## src/rtl/alu_pkg.sv

```systemverilog
// Shared ALU definitions: datapath widths and the status-flag bundle used by
// both the split adder and the split subtractor.
package alu_pkg;

    localparam int unsigned ALU_WIDTH = 32;
    localparam int unsigned ALU_HALF  = ALU_WIDTH / 2;

    // Status flags produced alongside an arithmetic result.
    typedef struct packed {
        logic zero;
        logic overflow;
        logic borrow;
    } alu_flags_t;

    // Signed overflow of a subtraction: operands differ in sign and the result
    // sign does not follow the minuend.
    function automatic logic sub_overflow(input logic a_msb, input logic b_msb,
                                          input logic d_msb);
        return (a_msb != b_msb) && (d_msb != a_msb);
    endfunction

endpackage

```

## src/rtl/sub_16bit.sv

```systemverilog
// Combinational half-width subtractor: diff = a - b - borrow, with borrow out.
module sub_16bit
    import alu_pkg::*;
#(
    parameter int unsigned W = ALU_HALF
) (
    input  logic [W-1:0] a_i,
    input  logic [W-1:0] b_i,
    input  logic         borrow_i,
    output logic [W-1:0] diff_o,
    output logic         borrow_o
);

    // One extra bit catches the borrow: a negative result wraps and sets bit W.
    logic [W:0] ext;

    // Zero-extended subtraction; the top bit is the borrow out of the half.
    always_comb begin
        ext = {1'b0, a_i} - {1'b0, b_i} - {{W{1'b0}}, borrow_i};
    end

    assign diff_o   = ext[W-1:0];
    assign borrow_o = ext[W];

endmodule

```

## src/rtl/pipe_sub_32bit.sv

```systemverilog
// Two-stage pipelined subtractor. Stage 1 resolves the low half and registers
// the inter-half borrow; stage 2 resolves the high half and the status flags.
// Valid/ready on both sides, no skid buffer: in_ready follows out_ready
// combinationally through the stage-advance chain.
module pipe_sub_32bit
    import alu_pkg::*;
#(
    parameter int unsigned WIDTH = ALU_WIDTH
) (
    input  logic             clk,
    input  logic             rst,
    input  logic             in_valid,
    output logic             in_ready,
    input  logic [WIDTH-1:0] a,
    input  logic [WIDTH-1:0] b,
    input  logic             borrow_in,
    output logic             out_valid,
    input  logic             out_ready,
    output logic [WIDTH-1:0] diff,
    output logic             borrow_out,
    output logic             zero,
    output logic             overflow
);

    localparam int unsigned HALF = WIDTH / 2;

    // Handshake
    logic s1_adv;
    logic s2_adv;
    logic in_fire;

    // Stage 1 state
    logic            s1_valid_q, s1_valid_d;
    logic [HALF-1:0] s1_lo_diff_q, s1_lo_diff_d;
    logic            s1_mid_borrow_q, s1_mid_borrow_d;
    logic [HALF-1:0] s1_a_hi_q, s1_a_hi_d;
    logic [HALF-1:0] s1_b_hi_q, s1_b_hi_d;

    // Stage 2 state (drives the outputs directly)
    logic             s2_valid_q, s2_valid_d;
    logic [WIDTH-1:0] diff_q, diff_d;
    alu_flags_t       flags_q, flags_d;

    // Half-subtractor results
    logic [HALF-1:0]  lo_diff;
    logic             lo_borrow;
    logic [HALF-1:0]  hi_diff;
    logic             hi_borrow;
    logic [WIDTH-1:0] full_diff;

    // Low half straight from the input operands.
    sub_16bit #(
        .W (HALF)
    ) u_sub_lo (
        .a_i      (a[HALF-1:0]),
        .b_i      (b[HALF-1:0]),
        .borrow_i (borrow_in),
        .diff_o   (lo_diff),
        .borrow_o (lo_borrow)
    );

    // High half from the stage-1 registers and the registered mid borrow.
    sub_16bit #(
        .W (HALF)
    ) u_sub_hi (
        .a_i      (s1_a_hi_q),
        .b_i      (s1_b_hi_q),
        .borrow_i (s1_mid_borrow_q),
        .diff_o   (hi_diff),
        .borrow_o (hi_borrow)
    );

    assign full_diff = {hi_diff, s1_lo_diff_q};

    // Advance chain: a stage moves when it is empty or its consumer moves.
    always_comb begin
        s2_adv  = !s2_valid_q || out_ready;
        s1_adv  = !s1_valid_q || s2_adv;
        in_fire = in_valid && s1_adv;
    end

    assign in_ready = s1_adv;

    // Stage 1 next state: capture low-half result and upper operand halves.
    always_comb begin
        s1_valid_d      = s1_valid_q;
        s1_lo_diff_d    = s1_lo_diff_q;
        s1_mid_borrow_d = s1_mid_borrow_q;
        s1_a_hi_d       = s1_a_hi_q;
        s1_b_hi_d       = s1_b_hi_q;
        if (s1_adv) begin
            s1_valid_d = in_valid;
        end
        if (in_fire) begin
            s1_lo_diff_d    = lo_diff;
            s1_mid_borrow_d = lo_borrow;
            s1_a_hi_d       = a[WIDTH-1:HALF];
            s1_b_hi_d       = b[WIDTH-1:HALF];
        end
    end

    // Stage 2 next state: payload only reloads on a real transfer, so it holds
    // its last value while out_valid is low.
    always_comb begin
        s2_valid_d = s2_valid_q;
        diff_d     = diff_q;
        flags_d    = flags_q;
        if (s2_adv) begin
            s2_valid_d = s1_valid_q;
            if (s1_valid_q) begin
                diff_d           = full_diff;
                flags_d.borrow   = hi_borrow;
                flags_d.zero     = (full_diff == '0);
                flags_d.overflow = sub_overflow(s1_a_hi_q[HALF-1], s1_b_hi_q[HALF-1],
                                                hi_diff[HALF-1]);
            end
        end
    end

    // Stage 1 registers with synchronous reset.
    always_ff @(posedge clk) begin
        if (rst) begin
            s1_valid_q      <= 1'b0;
            s1_lo_diff_q    <= '0;
            s1_mid_borrow_q <= 1'b0;
            s1_a_hi_q       <= '0;
            s1_b_hi_q       <= '0;
        end else begin
            s1_valid_q      <= s1_valid_d;
            s1_lo_diff_q    <= s1_lo_diff_d;
            s1_mid_borrow_q <= s1_mid_borrow_d;
            s1_a_hi_q       <= s1_a_hi_d;
            s1_b_hi_q       <= s1_b_hi_d;
        end
    end

    // Stage 2 (output) registers with synchronous reset.
    always_ff @(posedge clk) begin
        if (rst) begin
            s2_valid_q <= 1'b0;
            diff_q     <= '0;
            flags_q    <= '0;
        end else begin
            s2_valid_q <= s2_valid_d;
            diff_q     <= diff_d;
            flags_q    <= flags_d;
        end
    end

    assign out_valid  = s2_valid_q;
    assign diff       = diff_q;
    assign borrow_out = flags_q.borrow;
    assign zero       = flags_q.zero;
    assign overflow   = flags_q.overflow;

endmodule

```

## config.mk

```make
export PLATFORM = sky130hd
export DESIGN_NAME = pipe_sub_32bit
export DESIGN_NICKNAME = d
export VERILOG_FILES = /design/src/rtl/alu_pkg.sv /design/src/rtl/sub_16bit.sv /design/src/rtl/pipe_sub_32bit.sv
export SDC_FILE = /design/constraint.sdc
export NUM_CORES = 1
export LEC_CHECK = 0
export ABC_CLOCK_PERIOD_IN_PS = 3990
export CORE_UTILIZATION = 45
export CTS_CLUSTER_DIAMETER = 150
export CTS_CLUSTER_SIZE = 25
export DETAILED_ROUTE_END_ITERATION = 10
export GPL_TIMING_DRIVEN = 0
export PLACE_DENSITY_LB_ADDON = 0.1
export SLEW_MARGIN = 20
export SYNTH_ARGS = -nofsm -noshare
export SYNTH_HDL_FRONTEND = slang
export SYNTH_SLANG_ARGS = --single-unit
```

## constraint.sdc

```tcl
create_clock -name clk -period 3.99 [get_ports clk]
set_clock_uncertainty 0.15 [all_clocks]
set_input_delay 1.197 -clock clk [delete_from_list [all_inputs] [get_ports clk]]
set_output_delay 1.197 -clock clk [all_outputs]
set_load 0.01 [all_outputs]
```

==> impl_metrics.yaml <==
place:
  pre_cts_ws_ns: -0.505
  place.detailed.instances: 927
  port_buffers: 104
  detailed_placement_wirelength_estimate_um: 10100
  place.gp.congestion: 0.809
  placed_cell_area_mm2: 0.00644
pwr:
  power_leakage_uw: 0.00296
  vdd.ir_drop.worst_uv: 217
  power_density_cells_mw_per_mm2: 402
route:
  post_route_drc_violation_count: 0
  vias: 4802
  route.antenna.remaining_nets: 0
  postRouteWirelength_um: 12900
  count_of_routing_violations_after_the_opening_detailed_route_iteration: 192
  routed_wire_length_per_instance_um: 13.6
  drt_pre_antenna_iters: 4
  routed_via_density: 5.05
final_layout:
  synthToLayoutAreaGrowth_pct: 33.0
  layout_commonest_cell: "sky130_fd_sc_hd__nand2_1"
  layout.cells.most_common_list: "sky130_fd_sc_hd__nand2_1 (145), sky130_fd_sc_hd__clkdlybuf4s50_1 (101), sky130_fd_sc_hd__inv_1 (95), sky130_fd_sc_hd__a21oi_1 (92), sky130_fd_sc_hd__dfxtp_1 (86)"
  final_cells: 951
  fillers: 992
  design_area_mm2: 0.00695
  final_nets: 939
  layout-drive-gt1-share_pct: 6.29
  antenna_cells: 0
logic_synthesis:
  yosysTopAreaCellShare_pct: 33.0
  synthesis.nets: 816
  synthesis.instances: 683
  asyncSetResetFlopFracSynth_pct: 0
  ys_seq_elements: 86
  ys.warnings.count: 0
  synth_area_mm2: 0.00523
  post-synth-top-area-cell: "sky130_fd_sc_hd__dfxtp_1"
  synthTopCellsByArea: "sky130_fd_sc_hd__dfxtp_1 (33%), sky130_fd_sc_hd__ha_1 (14%), sky130_fd_sc_hd__nand2_1 (10%)"
  synth_edf_count: 0
  post_synth_num_cell_types: 52
  synth.yosys.seq_area_share_pct: 33.0
  synthesis.area_per_instance_um2: 7.65
  synth_ff_type: "sky130_fd_sc_hd__dfxtp_1"
setup_path:
  cp_data_required_time_ns: 4.09
  worstSetupStartpointType: "input port"
  capturing_point_of_the_worst_reg2reg_path: "overflow$_SDFFE_PP0P_"
  reg2regPathDepth: 12
  critPathCaptureType: "flop"
  r2r_start: "s1_mid_borrow_q$_SDFFE_PP0P_"
  crit_fanout: 4
  reg2reg_setup_slack_ns: 0.62
  worstPathArrival_ns: 3.97
  critical_path_class: "in2reg"
grt:
  globalRouteTotalUtil_pct: 22.5
  first_pass_grt_wire_length_um: 20900
  antenna_violations_before_repair: 0
  grt_pass1_vias: 4502
  grt_overflow_total: 0
  largest_net_degree_at_the_start_of_global_routing: 16
clocking:
  cts_buffers: 9
  cts_tree: "built"
  hold_fix_buffers_cts: 0
  clk_path_buf_depth: 2
  clockRootBuffer: "sky130_fd_sc_hd__clkbuf_16"
  cts_num_sinks: 86
  clock_latency_reported_for_the_late_side_of_the_worst_skew_pair_ns: 0.34
  clkTransAtPathRegs_ns: 0.07
  cts.htree.levels: 3
floorplanning:
  initial_core_util_pct: 47.2
  io_pins: 106
  placement_rows: 38
  fp.dieH_um: 110
  fp.dieArea_mm2: 0.0120
  floorplan.die.width_um: 110
  design.core.area_mm2: 0.0111
timing:
  fin_crit_sh_pct: 96.9
  postLayoutSetupSlackWorst_ns: 0.122
  min_period_ns: 3.87
  setup-tns-final_ns: 0
  max_freq_mhz: 259
  setup_viol_count_final: 0
  hold_slack_ns: 0.304
  maxSlewHeadroom_pct: 60.3
  timing_worst_slew_pin_value_ns: 0.595
  timing.final.hold_violations: 0
  slew_viol_final: 0
worst_hold_path:
  hold-path-cell-count: 2
  timing.hold.worst.start: "diff[21]$_SDFFE_PP0P_"
  timing.hold.worst_endpoint: "diff[21]$_SDFFE_PP0P_"
  worst_hold_path_type: "reg2reg"
run_status:
  outcome: "complete, no violations"
job:
  max-cap-violations: 0
==> layout make-up <==
class / instances / area, um2 / area share [%]
repair buffers: 112 / 1110 / 15.9
well taps: 140 / 175 / 2.52
flip-flops and latches: 86 / 1720 / 24.8
clock inverters: 6 / 93.8 / 1.35
inverters: 97 / 364 / 5.24
plain buffers: 30 / 113 / 1.62
multi-input cells: 470 / 3150 / 45.3
clock buffers: 10 / 229 / 3.29
==> flip-flops by register name, indices dropped and copies added (netlist names) <==
register         count
s1_lo_diff_q        16
diff                32
out_valid            1
s1_a_hi_q           16
zero                 1
s1_valid_q           1
s1_mid_borrow_q      1
s1_b_hi_q           16
overflow             1
borrow_out           1
==> power breakdown <==
part | total [uW] | leakage [uW] | internal, uW | switching [uW]
clock | 913 | 0.000159 | 555 | 358
combinational | 908 | 0.00210 | 430 | 478
sequential | 975 | 0.000706 | 926 | 49.5
total | 2800 | 0.00296 | 1910 | 885
==> worst max-delay path, stage by stage <==
cell	delay (ns)
sky130_fd_sc_hd__clkdlybuf4s50_1	0.45
sky130_fd_sc_hd__inv_1	0.04
sky130_fd_sc_hd__ha_1	0.28
sky130_fd_sc_hd__inv_1	0.06
sky130_fd_sc_hd__ha_2	0.31
sky130_fd_sc_hd__a21o_1	0.22
sky130_fd_sc_hd__a31o_4	0.23
sky130_fd_sc_hd__a2bb2oi_4	0.19
sky130_fd_sc_hd__a2111oi_4	0.10
sky130_fd_sc_hd__a211o_1	0.33
sky130_fd_sc_hd__o41ai_2	0.24
sky130_fd_sc_hd__xnor2_1	0.12
sky130_fd_sc_hd__a211oi_1	0.20
==> per-stage QoR <==
stage,power [uW],utilization (%)
global placement,1810,58.1
finish,2800,62.7
global route,2940,62.7
CTS,2760,61.4
floorplan,1560,-
detailed placement,1830,58.1
==> logic make-up after synthesis <==
group | synth area share, %
and+or+nand+nor | 19.5
AOI/OAI and AO/OA | 18.2
buffers and inverters | 9.12
DFF | 33.0
adders and majority gates | 15.9
xor gates and xnor gates | 4.19
muxes | 0.192
==> synthesized netlist by cell type (2+ instances only) <==
| cell type | n |
|---|---|
| sky130_fd_sc_hd__nand2_1 | 145 |
| sky130_fd_sc_hd__inv_1 | 97 |
| sky130_fd_sc_hd__a21oi_1 | 94 |
| sky130_fd_sc_hd__dfxtp_1 | 86 |
| sky130_fd_sc_hd__ha_1 | 60 |
| sky130_fd_sc_hd__nor2_1 | 32 |
| sky130_fd_sc_hd__clkbuf_1 | 25 |
| sky130_fd_sc_hd__xnor2_1 | 17 |
| sky130_fd_sc_hd__nand3_1 | 10 |
| sky130_fd_sc_hd__nor3_1 | 8 |
| sky130_fd_sc_hd__xor2_1 | 8 |
| sky130_fd_sc_hd__a211oi_1 | 7 |
| sky130_fd_sc_hd__a21o_1 | 7 |
| sky130_fd_sc_hd__o21ai_0 | 7 |
| sky130_fd_sc_hd__nand2b_1 | 6 |
| sky130_fd_sc_hd__nand3b_1 | 6 |
| sky130_fd_sc_hd__buf_1 | 5 |
| sky130_fd_sc_hd__fa_1 | 4 |
| sky130_fd_sc_hd__nor4b_1 | 4 |
| sky130_fd_sc_hd__o31ai_1 | 4 |
| sky130_fd_sc_hd__a2111oi_0 | 3 |
| sky130_fd_sc_hd__a31o_2 | 3 |
| sky130_fd_sc_hd__nor4_1 | 3 |
| sky130_fd_sc_hd__o21bai_1 | 3 |
| sky130_fd_sc_hd__a2111oi_4 | 2 |
| sky130_fd_sc_hd__a211o_1 | 2 |
| sky130_fd_sc_hd__a2bb2oi_1 | 2 |
| sky130_fd_sc_hd__a31oi_1 | 2 |
| sky130_fd_sc_hd__and3_1 | 2 |
| sky130_fd_sc_hd__nand4_1 | 2 |
| sky130_fd_sc_hd__nor2b_1 | 2 |
| sky130_fd_sc_hd__nor3b_1 | 2 |
| sky130_fd_sc_hd__o21ai_1 | 2 |
| sky130_fd_sc_hd__or2_2 | 2 |
| sky130_fd_sc_hd__or4_1 | 2 |
==> routing by layer <==
layer / global-route usage, % / vias up / wire [um]
li1: - / 2500 / -
met1: 31.1 / 2177 / 6430
met2: 35.7 / 106 / 5710
met3: 4.33 / 19 / 535
met4: 5.71 / 0 / 220
met5: 0 / - / 0
==> worst max path at each step <==
stage | startpoint | end | slack (ns) | cells after the start
3_5_place_dp | b[0] | s1_mid_borrow_q$_SDFFE_PP0P_ | -0.51 | 12
6_report | a[4] | s1_mid_borrow_q$_SDFFE_PP0P_ | 0.12 | 13
4_1_cts | b[0] | s1_lo_diff_q[11]$_SDFFE_PP0P_ | 0.002 | 13
5_1_grt | a[4] | s1_mid_borrow_q$_SDFFE_PP0P_ | -0.03 | 13
3_3_place_gp | b[0] | s1_mid_borrow_q$_SDFFE_PP0P_ | -0.47 | 12
2_1_floorplan | b[0] | s1_mid_borrow_q$_SDFFE_PP0P_ | 0.19 | 11
==> what timing repair did <==
action,in CTS,in global routing
pin swaps,4,14
resized for setup,7,18
setup buffers,0,8
hold endpoints to repair,0,0
setup endpoints to repair,5,5
No activity file was read; power rests on OpenSTA's default activity.
